==> config.mk <==
export PLATFORM = sky130hd
export DESIGN_NAME = fetch_unit
export DESIGN_NICKNAME = d
export VERILOG_FILES = /design/src/rtl/y86_pkg.sv /design/src/rtl/fetch_align.sv /design/src/rtl/fetch_unit.sv
export SDC_FILE = /design/constraint.sdc
export NUM_CORES = 1
export LEC_CHECK = 0
export ABC_AREA = 1
export CAP_MARGIN = 20
export CELL_PAD_IN_SITES_DETAIL_PLACEMENT = 2
export CELL_PAD_IN_SITES_GLOBAL_PLACEMENT = 2
export CORE_AREA = 2 2 248 250
export DETAILED_ROUTE_END_ITERATION = 6
export DIE_AREA = 0 0 250 252
export PLACE_DENSITY_LB_ADDON = 0.1
export REMOVE_ABC_BUFFERS = 1
export SETUP_SLACK_MARGIN = 0.5
export SYNTH_ARGS = -nofsm -noshare
export SYNTH_HDL_FRONTEND = slang
export SYNTH_SLANG_ARGS = --single-unit
==> constraint.sdc <==
create_clock -name clk -period 5.7 [get_ports clk]
set_clock_uncertainty 0.1 [all_clocks]
set_input_delay 1.14 -clock clk [delete_from_list [all_inputs] [get_ports clk]]
set_output_delay 1.14 -clock clk [all_outputs]
set_load 0.02 [all_outputs]
==> src/rtl/y86_pkg.sv <==
// Shared Y86-64 definitions for the fetch stage: instruction codes, status
// codes, fetch FSM states and instruction-format decode helpers.
package y86_pkg;

  localparam logic [3:0] I_HALT   = 4'h0;
  localparam logic [3:0] I_NOP    = 4'h1;
  localparam logic [3:0] I_RRMOVQ = 4'h2;
  localparam logic [3:0] I_IRMOVQ = 4'h3;
  localparam logic [3:0] I_RMMOVQ = 4'h4;
  localparam logic [3:0] I_MRMOVQ = 4'h5;
  localparam logic [3:0] I_OPQ    = 4'h6;
  localparam logic [3:0] I_JXX    = 4'h7;
  localparam logic [3:0] I_CALL   = 4'h8;
  localparam logic [3:0] I_RET    = 4'h9;
  localparam logic [3:0] I_PUSHQ  = 4'hA;
  localparam logic [3:0] I_POPQ   = 4'hB;

  localparam logic [2:0] STAT_AOK = 3'd1;
  localparam logic [2:0] STAT_HLT = 3'd2;
  localparam logic [2:0] STAT_ADR = 3'd3;
  localparam logic [2:0] STAT_INS = 3'd4;

  // Register id meaning "no register"
  localparam logic [3:0] REG_NONE = 4'hF;

  // Number of little-endian bytes in valC
  localparam int CONST_BYTES = 8;

  typedef enum logic [2:0] {
    S_IDLE,
    S_BYTE0,
    S_REGS,
    S_CONST,
    S_DONE
  } fetch_state_e;

  // Instruction carries a register-specifier byte
  function automatic logic need_regids(input logic [3:0] icode);
    case (icode)
      I_RRMOVQ, I_IRMOVQ, I_RMMOVQ, I_MRMOVQ,
      I_OPQ, I_PUSHQ, I_POPQ: need_regids = 1'b1;
      default:                need_regids = 1'b0;
    endcase
  endfunction

  // Instruction carries an 8-byte constant
  function automatic logic need_valC(input logic [3:0] icode);
    case (icode)
      I_IRMOVQ, I_RMMOVQ, I_MRMOVQ, I_JXX, I_CALL: need_valC = 1'b1;
      default:                                     need_valC = 1'b0;
    endcase
  endfunction

  // Legal icode/ifun combination; any icode above POPQ is illegal
  function automatic logic ifun_ok(input logic [3:0] icode, input logic [3:0] ifun);
    case (icode)
      I_OPQ:            ifun_ok = (ifun <= 4'd3);
      I_RRMOVQ, I_JXX:  ifun_ok = (ifun <= 4'd6);
      I_HALT, I_NOP, I_IRMOVQ, I_RMMOVQ, I_MRMOVQ,
      I_CALL, I_RET, I_PUSHQ, I_POPQ: ifun_ok = (ifun == 4'd0);
      default:          ifun_ok = 1'b0;
    endcase
  endfunction

  // Address of the following instruction, wrapping mod 2^64
  function automatic logic [63:0] calc_valp(input logic [63:0] pc, input logic [3:0] icode);
    calc_valp = pc + 64'd1 + {63'd0, need_regids(icode)}
                + (need_valC(icode) ? 64'd8 : 64'd0);
  endfunction

endpackage

==> src/rtl/fetch_align.sv <==
// Constant-byte assembler: counts the valC bytes received so far and drops
// each one into its little-endian lane of the 64-bit constant.
module fetch_align
  import y86_pkg::*;
(
  input  logic        clk,
  input  logic        rst_n,
  input  logic        clear_i,
  input  logic        load_i,
  input  logic [7:0]  byte_i,
  output logic [63:0] valC_o,
  output logic        lastByte_o
);

  logic [2:0]  byteCnt_q;
  logic [63:0] valC_q;

  // Clear at the start of each fetch, then fill one byte lane per accepted byte
  always_ff @(posedge clk or negedge rst_n) begin
    if (!rst_n) begin
      byteCnt_q <= 3'd0;
      valC_q    <= 64'd0;
    end else if (clear_i) begin
      byteCnt_q <= 3'd0;
      valC_q    <= 64'd0;
    end else if (load_i) begin
      valC_q[{byteCnt_q, 3'b000} +: 8] <= byte_i;
      byteCnt_q                        <= byteCnt_q + 3'd1;
    end
  end

  assign valC_o     = valC_q;
  assign lastByte_o = (byteCnt_q == 3'(CONST_BYTES - 1));

endmodule

==> src/rtl/fetch_unit.sv <==
// Y86-64 SEQ fetch stage: holds the PC, reads an instruction one byte at a
// time over a req/ack memory port and splits it into decode fields.
module fetch_unit
  import y86_pkg::*;
#(
  parameter logic [63:0] RESET_PC  = 64'h0,
  parameter int unsigned IMEM_SIZE = 4096
) (
  input  logic        clk,
  input  logic        rst_n,
  input  logic        pc_load_i,
  input  logic [63:0] new_pc_i,
  output logic        imem_req_o,
  output logic [63:0] imem_addr_o,
  input  logic [7:0]  imem_rdata_i,
  input  logic        imem_ack_i,
  input  logic        imem_err_i,
  output logic [63:0] pc_o,
  output logic [3:0]  icode_o,
  output logic [3:0]  ifun_o,
  output logic [3:0]  rA_o,
  output logic [3:0]  rB_o,
  output logic [63:0] valC_o,
  output logic [63:0] valP_o,
  output logic [2:0]  stat_o,
  output logic        busy_o,
  output logic        fetch_done_o
);

  localparam logic [63:0] IMEM_LIMIT = 64'(IMEM_SIZE);

  fetch_state_e state_q;
  logic [63:0]  pc_q;
  logic [63:0]  addr_q;
  logic [63:0]  valP_q;
  logic [3:0]   icode_q;
  logic [3:0]   ifun_q;
  logic [3:0]   rA_q;
  logic [3:0]   rB_q;
  logic [2:0]   stat_q;
  logic         req_q;
  logic         busy_q;
  logic         fetchDone_q;

  logic         startFetch;
  logic         accepted;
  logic         constLoad;
  logic [3:0]   ackIcode;
  logic [63:0]  nextAddr;
  logic         nextInRange;
  logic         finishNow;
  logic         goRegs;
  logic         goConst;
  logic [2:0]   finishStat;
  logic         lastByte;
  logic [63:0]  valC;

  assign startFetch = pc_load_i && ((state_q == S_IDLE) || (state_q == S_DONE));
  assign accepted   = req_q && imem_ack_i;
  assign constLoad  = accepted && !imem_err_i && (state_q == S_CONST);
  assign nextAddr   = addr_q + 64'd1;
  assign nextInRange = (nextAddr < IMEM_LIMIT);

  fetch_align u_align (
    .clk        (clk),
    .rst_n      (rst_n),
    .clear_i    (startFetch),
    .load_i     (constLoad),
    .byte_i     (imem_rdata_i),
    .valC_o     (valC),
    .lastByte_o (lastByte)
  );

  // Decide what the current ack leads to: another byte, or the end of the fetch
  always_comb begin
    finishNow  = 1'b0;
    goRegs     = 1'b0;
    goConst    = 1'b0;
    finishStat = STAT_AOK;
    ackIcode   = icode_q;
    if ((state_q == S_BYTE0) && !imem_err_i) begin
      ackIcode = imem_rdata_i[7:4];
    end
    if (accepted) begin
      if (imem_err_i) begin
        finishNow  = 1'b1;
        finishStat = STAT_ADR;
      end else begin
        case (state_q)
          S_BYTE0: begin
            if (!ifun_ok(imem_rdata_i[7:4], imem_rdata_i[3:0])) begin
              finishNow  = 1'b1;
              finishStat = STAT_INS;
            end else if (imem_rdata_i[7:4] == I_HALT) begin
              finishNow  = 1'b1;
              finishStat = STAT_HLT;
            end else if (need_regids(imem_rdata_i[7:4])) begin
              goRegs = 1'b1;
            end else if (need_valC(imem_rdata_i[7:4])) begin
              goConst = 1'b1;
            end else begin
              finishNow = 1'b1;
            end
          end
          S_REGS: begin
            if (need_valC(icode_q)) goConst   = 1'b1;
            else                    finishNow = 1'b1;
          end
          S_CONST: begin
            if (lastByte) finishNow = 1'b1;
            else          goConst   = 1'b1;
          end
          default: begin
            finishNow = 1'b0;
          end
        endcase
        // A following byte beyond the end of memory is never requested
        if ((goRegs || goConst) && !nextInRange) begin
          goRegs     = 1'b0;
          goConst    = 1'b0;
          finishNow  = 1'b1;
          finishStat = STAT_ADR;
        end
      end
    end
  end

  // Fetch FSM with registered request, status and decode-field outputs
  always_ff @(posedge clk or negedge rst_n) begin
    if (!rst_n) begin
      state_q     <= S_IDLE;
      pc_q        <= RESET_PC;
      addr_q      <= 64'd0;
      valP_q      <= 64'd0;
      icode_q     <= I_NOP;
      ifun_q      <= 4'd0;
      rA_q        <= REG_NONE;
      rB_q        <= REG_NONE;
      stat_q      <= STAT_AOK;
      req_q       <= 1'b0;
      busy_q      <= 1'b0;
      fetchDone_q <= 1'b0;
    end else begin
      fetchDone_q <= 1'b0;
      if (accepted) req_q <= 1'b0;

      case (state_q)
        S_IDLE, S_DONE: begin
          state_q <= S_IDLE;
          if (startFetch) begin
            pc_q    <= new_pc_i;
            icode_q <= I_NOP;
            ifun_q  <= 4'd0;
            rA_q    <= REG_NONE;
            rB_q    <= REG_NONE;
            stat_q  <= STAT_AOK;
            if (new_pc_i >= IMEM_LIMIT) begin
              state_q     <= S_DONE;
              stat_q      <= STAT_ADR;
              valP_q      <= calc_valp(new_pc_i, I_NOP);
              fetchDone_q <= 1'b1;
            end else begin
              state_q <= S_BYTE0;
              busy_q  <= 1'b1;
              req_q   <= 1'b1;
              addr_q  <= new_pc_i;
            end
          end
        end
        S_BYTE0: begin
          if (accepted && !imem_err_i) begin
            icode_q <= imem_rdata_i[7:4];
            ifun_q  <= imem_rdata_i[3:0];
          end
        end
        S_REGS: begin
          if (accepted && !imem_err_i) begin
            rA_q <= imem_rdata_i[7:4];
            rB_q <= imem_rdata_i[3:0];
          end
        end
        default: begin
          state_q <= state_q;
        end
      endcase

      if (finishNow) begin
        state_q     <= S_DONE;
        busy_q      <= 1'b0;
        fetchDone_q <= 1'b1;
        stat_q      <= finishStat;
        valP_q      <= calc_valp(pc_q, ackIcode);
      end else if (goRegs) begin
        state_q <= S_REGS;
        req_q   <= 1'b1;
        addr_q  <= nextAddr;
      end else if (goConst) begin
        state_q <= S_CONST;
        req_q   <= 1'b1;
        addr_q  <= nextAddr;
      end
    end
  end

  assign imem_req_o   = req_q;
  assign imem_addr_o  = addr_q;
  assign pc_o         = pc_q;
  assign icode_o      = icode_q;
  assign ifun_o       = ifun_q;
  assign rA_o         = rA_q;
  assign rB_o         = rB_q;
  assign valC_o       = valC;
  assign valP_o       = valP_q;
  assign stat_o       = stat_q;
  assign busy_o       = busy_q;
  assign fetch_done_o = fetchDone_q;

endmodule

**Word level (Yosys, flattened, before mapping)**

Index checks and enable logic that the tools add are counted.

- Bits in registers: 284
- Input port bits: 77
- Output and inout bits: 278
- Logic and storage cells: 214

- $add $sub $neg: 9
- Order comparisons: 4
- Equality and inequality tests: 34
- Shifts and indexed selects: 2
- Mux-type cells: 117
- Reduce and logical (&&, ||, !) cells: 34

Operator list:

| kind | count |
|---|---|
| $mux W64 | 12 |
| $add A64 B1 Y64 const B | 3 |
| $add A64 B1 Y64 | 2 |
| $add A64 B4 Y64 | 2 |
| $mux W1 | 71 |
| $bwmux W64 | 1 |
| $ge A64 B13 Y1 const B | 1 |
| $lt A64 B13 Y1 const B | 1 |
| $shift A8 B8 Y64 const A | 1 |
| $shiftx A8 B8 Y64 | 1 |
| $mux W3 | 16 |
| $eq A4 B3 Y1 const B | 11 |
| $eq A4 B4 Y1 const B | 8 |
| $mux W4 | 8 |
| $pmux W4 S2 | 4 |
| $eq A4 B2 Y1 const B | 5 |
| $reduce_or A5 Y1 | 3 |
| $reduce_or A7 Y1 | 2 |
| $reduce_and A3 Y1 | 4 |
| $reduce_bool A2 Y1 | 6 |
| $pmux W1 S3 | 3 |
| $reduce_or A9 Y1 | 1 |
| $logic_not A4 Y1 | 2 |
| $ne A2 B2 Y1 const B | 4 |
| other kinds (16) | 28 |

**Logic depth before layout (Yosys ltp)**

- Depth in word-level cells: 32
- Depth in mapped cells: 25
- Depth with buffers taken out: 24

**Hierarchy**

A second synthesis with hierarchy kept.

- Cell total of the unflattened synthesis: 2681
- Area total of the unflattened synthesis: 18395.1 µm²

By module, submodules not included:

| module | instances | cells each | area an instance (µm²) | seq. area each (µm²) |
|---|---|---|---|---|
| fetch_unit | 1 | 2295 | 15128.3 | 5442.7 |
| fetch_align | 1 | 386 | 3266.9 | 1676.6 |

**Worst setup path after synthesis**

No wires, ideal clock.

- Path type: in2reg
- From: input imem_err_i
- To: register valP_q[62], in the netlist valP_o[62]
- Library setup time: 0.118 ns
- Arrival: 4.154 ns
- Required time: 5.482 ns
- Setup slack: 1.329 ns
- Cell stages on the path: 20
- Buffers on the path: 0
- Cell sequence: inv_1 nand2_1 o21ai_0 a22oi_1 ha_1 inv_1 ha_1 nand3_1 nand2_1 nand2_1 nor2_1 nand3b_1 nor4_1 nand3_1 nor2_1 nand3_1 xor2_1 nand3_1 nand3_1 nand2_1

- Longest elaborated chain between the ends: 10
- Elaborated cells on any way between the ends: 28
- Classes of those cells: add/sub (2); eq/ne (9); mux (9); reduce/logical (8)

Ends and longest elaborated chain:

| element | line | RTL |
|---|---|---|
| start, declared | fetch_unit.sv:17 | `input logic imem_err_i,` |
| $logic_not A1 Y1 | fetch_unit.sv:81 | `if ((state_q == S_BYTE0) && !imem_err_i) begin` |
| $logic_and A1 B1 Y1 | fetch_unit.sv:81 |  |
| $mux W4 | fetch_unit.sv:81 |  |
| $eq A4 B2 Y1 (tied with other cells) | y86_pkg.sv:39, y86_pkg.sv:48 |  |
| $reduce_or A7 Y1 / $reduce_or A5 Y1 (equally long branches) | y86_pkg.sv:39, y86_pkg.sv:48 |  |
| $mux W1, on equally long branches | y86_pkg.sv:39, y86_pkg.sv:48 |  |
| $mux W1 | fetch_unit.sv:187 | `if (finishNow) begin` |
| $add A64 B1 Y64 / $mux W4 (equally long branches) | y86_pkg.sv:67, y86_pkg.sv:68 |  |
| $add A64 B4 Y64 | y86_pkg.sv:68 | `+ (need_valC(icode) ? 64'd8 : 64'd0);` |
| $mux W64 | fetch_unit.sv:187 |  |
| end signal, assigned | fetch_unit.sv:160 | `valP_q <= calc_valp(new_pc_i, I_NOP);` |
| end signal, assigned | fetch_unit.sv:192 | `valP_q <= calc_valp(pc_q, ackIcode);` |
| end, declared | fetch_unit.sv:35 | `logic [63:0] valP_q;` |

Several ways; a longest one is shown, not always the timed one. The select of a mux whose other input is x is not followed.
A chain may end at the register's enable or synchronous reset.

**Worst setup path after layout**

Ends and elaborated chain as after synthesis.

==> results_dict.tcl <==
set metrics [dict create \
    critPathSlowestCell "clkdlybuf4s50_1" \
    p_per_area_nw_per_um2 245 \
    num_io_pins 355 \
    cts.reportedPaths.clkPinSlew_ns 0.06 \
    cp-end-kind "register" \
    max-vdd-ir-drop_v 0.000162 \
    numCtsBuffers 41 \
    max_cap_viol_count 0 \
    drive_gt1_frac 0.0579 \
    min_period_ns 4.89 \
    drc 0 \
    final_cell_mix "nand2_1, clkdlybuf4s50_1, nand3_1" \
    grt_pass1_wl_um 132000 \
    num_vias 18927 \
    wl_um 85700 \
    die-area_um2 63000 \
    die-width_um 250 \
    io_buffers 354 \
    grt_max_degree 107 \
    r2r_cells 23 \
    crit_path_start_kind "input pin" \
    avgSynthCellArea_um2 7.06 \
    period_share 0.857 \
    ys.flop_type "dfrtp_1" \
    max_stage_delay_ns 0.54 \
    grt_setup_unrepaired "yes" \
    post_drt_wl_per_cell_um 23.6 \
    postCtsHoldBufs 0 \
    async_flop_share 1.00 \
    fin_total_pwr_mw 5.72 \
    setup_total_negative_slack_ns 0 \
    grt_pass1_vias 20691 \
    slew_violations 0 \
    syn_inst 2460 \
    via_per_inst 5.21 \
    synth-edff-count 0 \
    start_util 0.289 \
    clock_sinks 284 \
    synth_area_um2 17400 \
    overflow 0 \
    worstReg2RegEnd "valP_o[62]" \
    cp_max_fo 8 \
    arrival_ns 5.25 \
    required_ns 6.07 \
    fin_nets 2903 \
    drt-pass1-iter-count 5 \
    p_leak_nw 10.9 \
    cts-root-buf "clkbuf_16" \
    path_class "input pin to register" \
    worst_pin_slew_ns 1.08 \
    crit_path_start "imem_err_i" \
    final-setup-viol-count 0 \
    cts_htree_levels 2 \
    status "finished clean" \
    crit_top_cell "nand3_1" \
    hold_viol 0 \
    drtAntennaViolNets 0 \
    area_growth_pct 34.4 \
    core_area_um2 60100 \
    clock_path_buffers 3 \
    cts_tree "built" \
    placed_area_um2 21900 \
    crit_end "valP_o[62]" \
    reg2reg_from "state_q[0]" \
    clk_latency_ns 0.57 \
    hpwl_um 65300 \
    hold_class "register to register" \
    rows 90 \
    antenna_found_initial 0 \
    synth_seq_area_share 0.410 \
    grt_util_all_layers 0.270 \
    die_height_um 252 \
    final_common_cell "nand2_1" \
    stdcell_area_um2 23400 \
    drtIter0Drc 1053 \
    slew_headroom 0.280 \
    crit_chain "clkdlybuf4s50_1 > inv_1 > nand2_1 > o21ai_0 > nor3_1 > a221oi_1 > buf_4 > ha_1 > nand3_1 > nand2_1 > nand2_1 > nor2_1 > nand3b_1 > nor4_2 > nand3_1 > nor2_1 > buf_4 > nand3_1 > xor2_1 > nand3_1 > nand3_1 > nand2_1" \
    fmax_mhz 205 \
    postLayoutCoreUtil 0.388 \
    gp_congestion 0.906 \
    yosysWarnings 0 \
    synthDistinctLibCells 51 \
    diodes 0 \
    r2r_setup_slack_ns 1.18 \
    ys_seq_elements 284 \
]
[how the worst min path moves through the flow]
| stage | start | end | slack (ns) | cells after the start |
|---|---|---|---|---|
| after detailed placement | valP_o[25] | valP_o[25] | 0.36 | 2 |
| after global placement | valP_o[18] | valP_o[18] | 0.36 | 2 |
| after CTS | valP_o[51] | valP_o[51] | 0.39 | 2 |
| final | valP_o[51] | valP_o[51] | 0.38 | 2 |
| after global routing | valP_o[54] | valP_o[54] | 0.42 | 2 |
| after floorplan | state_q[1] | state_q[1] | 0.40 | 2 |
[synth_stat cells, types with 3 or more instances]
library cell  number  share of area
a211oi_1           3         0.0013
a21oi_1           25         0.0072
a31oi_1            5         0.0018
buf_1              4        0.00086
buf_2              6         0.0017
buf_4              8         0.0035
clkbuf_1          63          0.014
dfrtp_1          274           0.39
dfstp_2           10          0.015
ha_1              10         0.0072
inv_1            255          0.055
inv_2              3        0.00065
nand2_1          647           0.14
nand2_2            5         0.0018
nand2_4            3         0.0019
nand3_1          278          0.080
nand3_2            3         0.0017
nand3b_1          17         0.0073
nand4_1           59          0.021
nor2_1           251          0.054
nor2_2            10         0.0036
nor2_4             3         0.0019
nor3_1           123          0.035
nor3b_1            3         0.0013
nor4_1            30          0.011
o211ai_1          12         0.0052
o21ai_0          197          0.057
o21ai_1           13         0.0037
or2_2              4         0.0014
xnor2_1           10         0.0050
xor2_1           100          0.050
[per-layer routing]
layer / part of all wire / GRT usage
met2: 0.47 / 0.453
met1: 0.47 / 0.373
met4: 0.015 / 0.0489
met3: 0.042 / 0.0383
met5: 0 / 0
[sequential cells by signal, indices dropped and copies added, names as in the netlist]
signal / flops
fetch_done_o: 1
stat_o: 3
rB_o: 4
ifun_o: 4
rA_o: 4
imem_addr_o: 64
u_align.valC_o: 64
valP_o: 64
imem_req_o: 1
u_align.byteCnt_q: 3
state_q: 3
busy_o: 1
pc_o: 64
icode_o: 4
[logic make-up (layout without fill, tap and decap cells)]
family          after synthesis  after routing  synth area share
fa+ha+maj                    10             10           0.00720
xor+xnor                    110            110            0.0555
compound gates              267            267            0.0813
flops                       284            284             0.410
simple gates               1445           1445             0.368
buf+inv                     344            732            0.0781
[through the flow]
| stage | worst slack (ns) | hold slack, ns | cells |
|---|---|---|---|
| floorplan | -3.65 | 0.401 | 2376 |
| global placement | 0.384 | 0.362 | 3552 |
| detailed placement | 0.183 | 0.360 | 3552 |
| CTS | 0.732 | 0.386 | 3627 |
| global route | 0.415 | 0.416 | 3630 |
| finish | 0.813 | 0.382 | 3630 |
[power by group]
group | total, mW | switching [mW] | internal (mW)
registers | 2.23 | 0.120 | 2.10
logic | 0.804 | 0.505 | 0.298
clock network | 2.69 | 1.06 | 1.63
total | 5.72 | 1.69 | 4.03
[critical path, delay by kind of cell]
family	cells	cell delay, ns
and+or+nand+nor	14	2.09
buffers and inverters	4	1.04
AOI/OAI and AO/OA	2	0.63
adders and majority gates	1	0.17
xor gates and xnor gates	1	0.15
[cell type report]
| cell class | count | area, um2 |
|---|---|---|
| Fill cell | 7030 | 36800 |
| Multi-Input combinational cell | 1832 | 8930 |
| Sequential cell | 284 | 7120 |
| Timing Repair Buffer | 397 | 3950 |
| Clock buffer | 58 | 1180 |
| Inverter | 260 | 978 |
| Tap cell | 782 | 978 |
| Clock inverter | 17 | 218 |
[what timing repair did]
| action | 4_1_cts | 5_1_grt |
|---|---|---|
| resized for setup | 0 | 7 |
| setup endpoints to repair | 0 | 12 |
| buffers inserted | 0 | 2 |
No activity file was read; power rests on OpenSTA's default activity.
